<file path="config.mk">
export PLATFORM = sky130hd
export DESIGN_NAME = uart_frame_rx
export DESIGN_NICKNAME = d
export VERILOG_FILES = /design/src/rtl/uart_frame_rx.sv
export SDC_FILE = /design/constraint.sdc
export NUM_CORES = 1
export LEC_CHECK = 0
export ABC_AREA = 1
export ABC_CLOCK_PERIOD_IN_PS = 4050
export CORE_UTILIZATION = 30
export CTS_CLUSTER_DIAMETER = 150
export DETAILED_ROUTE_END_ITERATION = 7
export PLACE_DENSITY = 0.48
export SKIP_CTS_REPAIR_TIMING = 1
export SYNTH_ARGS = -nofsm -noshare
export SYNTH_HDL_FRONTEND = slang
export SYNTH_SLANG_ARGS = --single-unit
</file>
<file path="constraint.sdc">
create_clock -name sys_clk -period 4.05 [get_ports sys_clk]
set_input_delay 0.81 -clock sys_clk [delete_from_list [all_inputs] [get_ports sys_clk]]
set_output_delay 0.81 -clock sys_clk [all_outputs]
set_load 0.01 [all_outputs]
</file>
<file path="src/rtl/uart_frame_rx.sv">
// UART frame receiver: an 8N1 byte receiver feeding a SOF/EOF framer with optional
// additive checksum, overflow detection and inter-byte timeout.

module UART_RX #(
  parameter int CLK_FREQ = 50_000_000,
  parameter int UARTBaud = 115200
) (
  input  logic       sys_clk,
  input  logic       rst_n,
  input  logic       uartrx,
  output logic       uart_rx_done,
  output logic [7:0] odat
);
  localparam int BIT_CLKS = CLK_FREQ / UARTBaud;
  localparam int CW       = $clog2(BIT_CLKS + 1);

  typedef enum logic [1:0] {RX_IDLE, RX_START, RX_DATA, RX_STOP} rx_state_e;
  rx_state_e state_q, state_d;

  logic [1:0]    sync_q;
  logic          rx_s, bit_end, half_end;
  logic [CW-1:0] cnt_q, cnt_d;
  logic [2:0]    bit_q, bit_d;
  logic [7:0]    shift_q, shift_d, odat_q, odat_d;
  logic          done_q, done_d;

  assign rx_s     = sync_q[1];
  assign bit_end  = (cnt_q == CW'(BIT_CLKS - 1));
  assign half_end = (cnt_q == CW'(BIT_CLKS / 2 - 1));

  always_ff @(posedge sys_clk or negedge rst_n) begin
    if (!rst_n) begin
      state_q <= RX_IDLE;
      sync_q  <= '1;
      cnt_q   <= '0;
      bit_q   <= '0;
      shift_q <= '0;
      odat_q  <= '0;
      done_q  <= 1'b0;
    end else begin
      state_q <= state_d;
      sync_q  <= {sync_q[0], uartrx};
      cnt_q   <= cnt_d;
      bit_q   <= bit_d;
      shift_q <= shift_d;
      odat_q  <= odat_d;
      done_q  <= done_d;
    end
  end

  always_comb begin
    state_d = state_q;
    unique case (state_q)
      RX_IDLE:  if (!rx_s) state_d = RX_START;
      RX_START: if (half_end) state_d = rx_s ? RX_IDLE : RX_DATA;
      RX_DATA:  if (bit_end && bit_q == 3'd7) state_d = RX_STOP;
      RX_STOP:  if (bit_end) state_d = RX_IDLE;
      default:  state_d = RX_IDLE;
    endcase
  end

  // Start bit is qualified at its midpoint, so every later sample lands mid-bit.
  always_comb begin
    cnt_d   = cnt_q + 1'b1;
    bit_d   = bit_q;
    shift_d = shift_q;
    if (state_q == RX_IDLE || (state_q == RX_START && half_end) || bit_end) cnt_d = '0;
    if (state_q == RX_DATA && bit_end) begin
      shift_d = {rx_s, shift_q[7:1]};
      bit_d   = bit_q + 1'b1;
    end
    done_d = (state_q == RX_STOP) && bit_end && rx_s;
    odat_d = done_d ? shift_q : odat_q;
  end

  assign uart_rx_done = done_q;
  assign odat         = odat_q;
endmodule

module uart_frame_rx #(
  parameter int         CLK_FREQ      = 50_000_000,
  parameter int         BAUD          = 115200,
  parameter int         MAX_BYTES     = 8,
  parameter logic [7:0] SOF           = 8'h73,
  parameter logic [7:0] EOF           = 8'h65,
  parameter int         CHECKSUM_EN   = 1,
  parameter int         TIMEOUT_BYTES = 4
) (
  input  logic                   sys_clk,
  input  logic                   rst_n,
  input  logic                   uartrx,
  output logic                   frame_valid,
  output logic [MAX_BYTES*8-1:0] frame_data,
  output logic [7:0]             frame_len,
  output logic                   frame_err,
  output logic [1:0]             err_code
);
  localparam int CAP      = MAX_BYTES + CHECKSUM_EN;
  localparam int DW       = MAX_BYTES * 8;
  localparam int TMO_CLKS = TIMEOUT_BYTES * (10 * CLK_FREQ / BAUD);
  localparam int TW       = $clog2(TMO_CLKS + 1);

  typedef enum logic [1:0] {IDLE, PAYLOAD, DISCARD} state_e;
  state_e state_q, state_d;

  logic           uart_rx_done;
  logic [7:0]     odat;
  logic [CAP*8-1:0] buf_q, buf_d, data_buf;
  logic [8:0]     wr_idx_q, wr_idx_d, ck_idx;
  logic [7:0]     sum_q, sum_d, ck_byte;
  logic [TW-1:0]  tmo_q, tmo_d;
  logic           valid_q, valid_d, err_q, err_d;
  logic [1:0]     code_q, code_d;
  logic [DW-1:0]  data_q, data_d;
  logic [7:0]     len_q, len_d;
  logic           is_sof, is_eof, is_data, full, tmo_hit, ck_ok;

  UART_RX #(.CLK_FREQ(CLK_FREQ), .UARTBaud(BAUD)) u_rx (
    .sys_clk      (sys_clk),
    .rst_n        (rst_n),
    .uartrx       (uartrx),
    .uart_rx_done (uart_rx_done),
    .odat         (odat)
  );

  assign is_sof  = uart_rx_done && (odat == SOF);
  assign is_eof  = uart_rx_done && (odat == EOF);
  assign is_data = uart_rx_done && (odat != SOF) && (odat != EOF);
  assign full    = (wr_idx_q == 9'(CAP));
  // Fires one cycle early so frame_err lands exactly TMO_CLKS clocks after the last byte.
  assign tmo_hit = !uart_rx_done && (tmo_q == TW'(TMO_CLKS - 2));
  assign ck_idx  = (wr_idx_q == '0) ? '0 : wr_idx_q - 9'd1;
  assign ck_byte = buf_q[8*ck_idx +: 8];
  assign ck_ok   = (wr_idx_q != '0) && (8'(sum_q - ck_byte) == ck_byte);

  always_ff @(posedge sys_clk or negedge rst_n) begin
    if (!rst_n) state_q <= IDLE;
    else        state_q <= state_d;
  end

  always_comb begin
    state_d = state_q;
    unique case (state_q)
      IDLE:    if (is_sof) state_d = PAYLOAD;
      PAYLOAD: begin
        if (is_eof)              state_d = IDLE;
        else if (is_data && full) state_d = DISCARD;
        else if (tmo_hit)         state_d = IDLE;
      end
      DISCARD: begin
        if (is_eof || tmo_hit) state_d = IDLE;
        else if (is_sof)       state_d = PAYLOAD;
      end
      default: state_d = IDLE;
    endcase
  end

  always_comb begin
    buf_d    = buf_q;
    wr_idx_d = wr_idx_q;
    sum_d    = sum_q;
    valid_d  = 1'b0;
    err_d    = 1'b0;
    code_d   = code_q;
    data_d   = data_q;
    len_d    = len_q;
    data_buf = buf_q;
    tmo_d    = (uart_rx_done || tmo_hit || state_q == IDLE) ? '0 : tmo_q + 1'b1;
    if (is_sof) begin
      buf_d    = '0;
      wr_idx_d = '0;
      sum_d    = '0;
    end else if (state_q == PAYLOAD) begin
      if (is_data && full) begin
        err_d  = 1'b1;
        code_d = 2'b01;
      end else if (is_data) begin
        buf_d[8*wr_idx_q +: 8] = odat;
        wr_idx_d = wr_idx_q + 9'd1;
        sum_d    = sum_q + odat;
      end else if (is_eof) begin
        if (CHECKSUM_EN == 0) begin
          valid_d = 1'b1;
          data_d  = DW'(buf_q);
          len_d   = 8'(wr_idx_q);
        end else if (!ck_ok) begin
          err_d  = 1'b1;
          code_d = 2'b11;
        end else begin
          data_buf[8*ck_idx +: 8] = '0;
          valid_d = 1'b1;
          data_d  = DW'(data_buf);
          len_d   = 8'(ck_idx);
        end
      end else if (tmo_hit) begin
        err_d  = 1'b1;
        code_d = 2'b10;
      end
    end
  end

  always_ff @(posedge sys_clk or negedge rst_n) begin
    if (!rst_n) begin
      buf_q    <= '0;
      wr_idx_q <= '0;
      sum_q    <= '0;
      tmo_q    <= '0;
      valid_q  <= 1'b0;
      err_q    <= 1'b0;
      code_q   <= '0;
      data_q   <= '0;
      len_q    <= '0;
    end else begin
      buf_q    <= buf_d;
      wr_idx_q <= wr_idx_d;
      sum_q    <= sum_d;
      tmo_q    <= tmo_d;
      valid_q  <= valid_d;
      err_q    <= err_d;
      code_q   <= code_d;
      data_q   <= data_d;
      len_q    <= len_d;
    end
  end

  assign frame_valid = valid_q;
  assign frame_err   = err_q;
  assign err_code    = code_q;
  assign frame_data  = data_q;
  assign frame_len   = len_q;
endmodule

</file>
Word-level counts from Yosys, hierarchy flattened
Cells that the tools add are included.

storage, ports and cells
  output and inout bits = 76
  input bits = 3
  logic and storage cells = 133
  register bits = 215

cells by class
  shift-type cells = 5
  $add $sub $neg = 9
  reduce and logical (&&, ||, !) cells = 29
  bitwise operators = 3
  equal/unequal tests = 23
  multiplexer cells = 47

operator list
  kind                        count
  $mux W72                    4
  $bwmux W72                  2
  $shift A8 B34 Y72 const A   2
  $shiftx A72 B13 Y8          1
  $shiftx A8 B34 Y72          1
  $shiftx A8 B34 Y72 const A  1
  $neg A12 Y34                2
  $mux W9                     6
  $mux W8                     4
  $mux W2                     15
  $add A9 B1 Y9 const B       2
  $eq A8 B7 Y1 const B        2
  $ne A8 B7 Y1 const B        2
  $add A15 B1 Y15 const B     1
  $eq A15 B15 Y1 const B      1
  $mux W15                    1
  $mux W1                     13
  $logic_and A1 B1 Y1         12
  $eq A9 B4 Y1 const B        1
  $eq A9 B8 Y1 const B        1
  $eq A9 B9 Y1 const B        1
  $logic_not A9 Y1            1
  $reduce_bool A9 Y1          1
  $sub A9 B1 Y9 const B       1
  23 further kinds            38

Longest topological paths before layout
  depth in word-level cells = 12
  depth in mapped cells = 34
  mapped depth without buffers = 32

By module
Synthesis repeated with hierarchy kept, for this count alone.

unflattened totals
  cell total of the unflattened synthesis = 1568
  area total of the unflattened synthesis = 12022.8 µm²

modules (own cells, without submodules)
  module         seq. area each (µm²)  area an instance (µm²)  times used  cells an instance
  uart_frame_rx  4529.3                10421.2                 1           1383
  UART_RX        828.3                 1601.5                  1           185

Worst setup path before layout
No wires, ideal clock.

  kind = flip-flop to flip-flop
  start = register wr_idx_q[0]
  end = register data_q[21] (netlist: frame_data[21])
  cell stages (with the launch flop) = 32
  setup slack = -0.036 ns
  data arrival time = 3.967 ns
  clock period less this slack = 4.086 ns
  library setup time = 0.120 ns
  required time = 3.930 ns
  buffers on the path = 3
  cell sequence = dfrtp_1 inv_2 buf_6 ha_1 nand2_1 nor2_1 ha_1 inv_2 nand2_2 buf_6 nand3_1 nand3_1 nand3_1 nand2_1 nand2_1 inv_1 ha_1 inv_1 fa_1 nand3_1 nand2_1 xor2_1 inv_1 nand2_1 nand2_1 nor2_1 nand2_1 nor2_1 nand3_2 clkbuf_1 nand2_1 nand2_1

on the way
  longest elaborated chain between the ends = 7
  elaborated cells on any way between the ends = 16
  those cells by class = 3 x add/sub; 2 x eq/ne; 3 x shift; 2 x mux; 1 x bitwise; 5 x reduce/logical

ends and longest elaborated chain
  what                                                      line  source
  from (decl)                                               109   logic [8:0] wr_idx_q, wr_idx_d, ck_idx;
  from (signal assigned)                                    215   wr_idx_q <= wr_idx_d;
  $sub A9 B1 Y9 / $logic_not A9 Y1 (equally long branches)  132   assign ck_idx = (wr_idx_q == '0) ? '0 : wr_idx_q - 9'd1;
  $mux W9                                                   132
  $shiftx A72 B13 Y8                                        133   assign ck_byte = buf_q[8*ck_idx +: 8];
  $sub A8 B8 Y8                                             134   assign ck_ok = (wr_idx_q != '0) && (8'(sum_q - ck_byte) == ck_byte);
  $eq A8 B8 Y1                                              134
  $logic_and A1 B1 Y1                                       134
  $reduce_and A6 Y1 (no source line)                        -
  to (signal assigned)                                      221   data_q <= data_d;
  to (decl)                                                 114   logic [DW-1:0] data_q, data_d;

Parallel ways exist; a longest one is shown, timed or not.
A chain may end at the register's enable or synchronous reset.

Worst setup path after layout
  start = register wr_idx_q[1]
  end = register data_q[28] (netlist: frame_data[28])

The elaborated chain is that of the path after synthesis.

==> impl_metrics.toml <==
[routing]
postRouteAntennaNets = 0
wl_met1_um = 19200
wl_per_cell_um = 18.4
drc = 0
firstDrtPassIters = 5
viasPerCell = 4.88
met2_length_um = 18600
vias = 10879
first_iter_violations = 721
top_layer_used = "met4"
route.met3.wl_um = 2070
drt-total-wl_um = 41100

[clocking]
clk_pin_slew_ns = 0.05
cts_buffers = 26
clk_path_buf_depth = 3
clk-insertion-delay-late_ns = 0.55
cts.sinks = 214
root_buffer = "clkbuf_16"
h-tree-depth = 1
cts_tree = "yes"

[grt]
grt_max_degree = 78
antenna_found_initial = 0
grt_usage_pct = 19.2
grt_pass1_vias = 10287
grt_pass1_wl_um = 58600
grt-ovfl-total = 0

[worst_setup_path]
r2r-start = "wr_idx_q[1]"
crit_arrival_ns = 4.47
crit_buf_inv = 7
slowest_stage = "dfrtp_1"
end_kind = "register"
worst_path_most_repeated_cell = "nand2_2"
crit_type = "reg2reg"
reg2reg_to = "frame_data[28]"
slowest_delay_ns = 0.38
critPathTopFamily = "simple AND/OR/NAND/NOR gates"
rrSetupSlack_ns = 0.005
critPathLaunchType = "register"
cp_max_fo = 12
reg2reg_depth = 32
critical_path_required_ns = 4.47

[die]
coreArea_um2 = 37900
die_w_um = 199
initial_core_util_pct = 30.7
dieArea_um2 = 39600
die_h_um = 199
boundaryPins = 79
rows = 71

[job]
cap_violations = 0

[timing]
tightest_slew_ns = 1.10
fin_crit_sh_pct = 99.9
hold_viol = 0
layout_min_cycle_time_ns = 4.04
max_freq_mhz = 247
fin_skew_ns = 0.0207
finalSetupTns_ns = 0
hold_slack_ns = 0.253
rsz0062_at_grt = "true"
drv_slew = 0
slew_headroom_pct = 26.4
setup_viol = 0

[finish]
areaGrowthSynthToFinish_pct = 35.2
most-common-layout-cells = "nand2_1 (377), dfrtp_1 (212), inv_1 (171)"
mostFrequentLayoutCell = "nand2_1"
antennaDiodeCount = 0
nets = 1739
drive_gt1_share_pct = 21.3
layoutNonFillerInstCount = 2230

[power_and_ir_drop]
cellLeakagePower_nw = 7.57
powerDensity_nw_per_um2 = 282
ir_drop_mv = 0.264

[placed_design]
place_hpwl_um = 28000
placed_cells = 2143
io_buffers = 78
place_congestion = 0.928

[logic_synthesis]
synthArstFlopShare_pct = 100
syn_area_um2 = 11600
synth_cells = 1525
ys_seq_area_share_pct = 46.0
synth_ff_type = "dfrtp_1"
synth-edff-count = 0
synth_nets = 1558
synth-seq-cells = 214
yosys_warnings = 0
synth_cell_types = 51
syn-mean-instance-area_um2 = 7.64

[min_path]
hp-class = "in2async"

[outcome]
run_status = "complete, no violations"
==> worst max-delay path by stage <==
| stage | from | endpoint | depth (start not counted) |
|---|---|---|---|
| 2_1_floorplan | wr_idx_q[0] | frame_data[21] | 31 |
| 3_3_place_gp | wr_idx_q[0] | frame_data[23] | 29 |
| 3_5_place_dp | wr_idx_q[0] | frame_data[23] | 29 |
| 4_1_cts | wr_idx_q[0] | frame_data[23] | 29 |
| 5_1_grt | wr_idx_q[4] | frame_data[12] | 33 |
| 6_report | wr_idx_q[1] | frame_data[28] | 32 |
==> per-layer routing <==
| layer | up-vias | global-route usage [%] |
|---|---|---|
| li1 | 5318 | - |
| met1 | 5217 | 27.9 |
| met2 | 281 | 29.5 |
| met3 | 63 | 2.81 |
| met4 | 0 | 4.81 |
| met5 | - | 0 |
==> synth_stat cells, types with 2 or more instances <==
master,n,area [um^2]
a21o_1,2,15.0
a21oi_1,40,200
buf_2,12,60.1
buf_4,10,75.1
buf_6,6,67.6
clkbuf_1,23,86.3
clkinv_1,2,7.51
dfrtp_1,212,5310
dfstp_2,2,52.6
fa_1,2,40.0
ha_1,28,350
inv_1,177,664
inv_2,7,26.3
nand2_1,456,1710
nand2_2,10,62.6
nand3_1,133,666
nand3_2,2,20.0
nand3b_1,4,30.0
nand4_1,77,482
nor2_1,123,462
nor2_2,11,68.8
nor2_4,3,33.8
nor3_1,29,145
nor3b_1,6,45.0
nor4_1,6,37.5
o2111ai_1,2,17.5
o211ai_1,4,30.0
o21a_1,2,15.0
o21ai_0,56,280
o21ai_1,26,130
o21ai_2,3,26.3
o21bai_1,2,15.0
o22ai_1,7,43.8
o31ai_1,2,15.0
or2_2,5,31.3
xnor2_1,5,43.8
xor2_1,14,123
==> kinds of logic (layout without fill, tap and decap cells) <==
group / Yosys count / after routing / share of synthesized area, %
AOI/OAI and AO/OA: 151 / 151 / 7.18
adders and majority gates: 30 / 30 / 3.35
buffers and inverters: 238 / 431 / 8.51
and+or+nand+nor: 873 / 874 / 33.5
xor gates and xnor gates: 19 / 19 / 1.43
DFF: 214 / 214 / 46.0
==> area by class of cell <==
class	instances	area, um^2
Fill cell	3893	22200
Clock buffer	39	811
Clock inverter	2	10.0
Sequential cell	214	5360
Multi-Input combinational cell	1074	6080
Tap cell	511	639
Timing Repair Buffer	204	2140
Inverter	186	716
==> flip-flops by register name, summed over array words and instances, names as in the netlist, 3 cells and up, named ones only <==
| signal | flops |
|---|---|
| buf_q | 71 |
| wr_idx_q | 9 |
| u_rx.cnt_q | 9 |
| tmo_q | 15 |
| u_rx.odat | 8 |
| frame_data | 64 |
| u_rx.bit_q | 3 |
| frame_len | 8 |
| u_rx.shift_q | 8 |
| sum_q | 8 |
==> report_power, final <==
group	internal (mW)	switching [mW]	total, mW
Combinational	0.00626	0.0435	0.0498
Sequential	2.14	0.000409	2.14
Clock	1.36	0.900	2.26
==> per-stage QoR <==
| stage | area (um^2) | total power [mW] | worst slack, ns | util [%] |
|---|---|---|---|---|
| after floorplan | 11600 | 2.18 | 0.00661 | - |
| after global placement | 13500 | 2.23 | -0.567 | 35.6 |
| after detailed placement | 13500 | 2.23 | -0.668 | 35.6 |
| after CTS | 14300 | 4.52 | -0.682 | 37.7 |
| after global routing | 15800 | 4.60 | -0.223 | 41.5 |
| final | 15800 | 4.45 | 0.00537 | 41.5 |
Power figures use the tool's default switching activity.
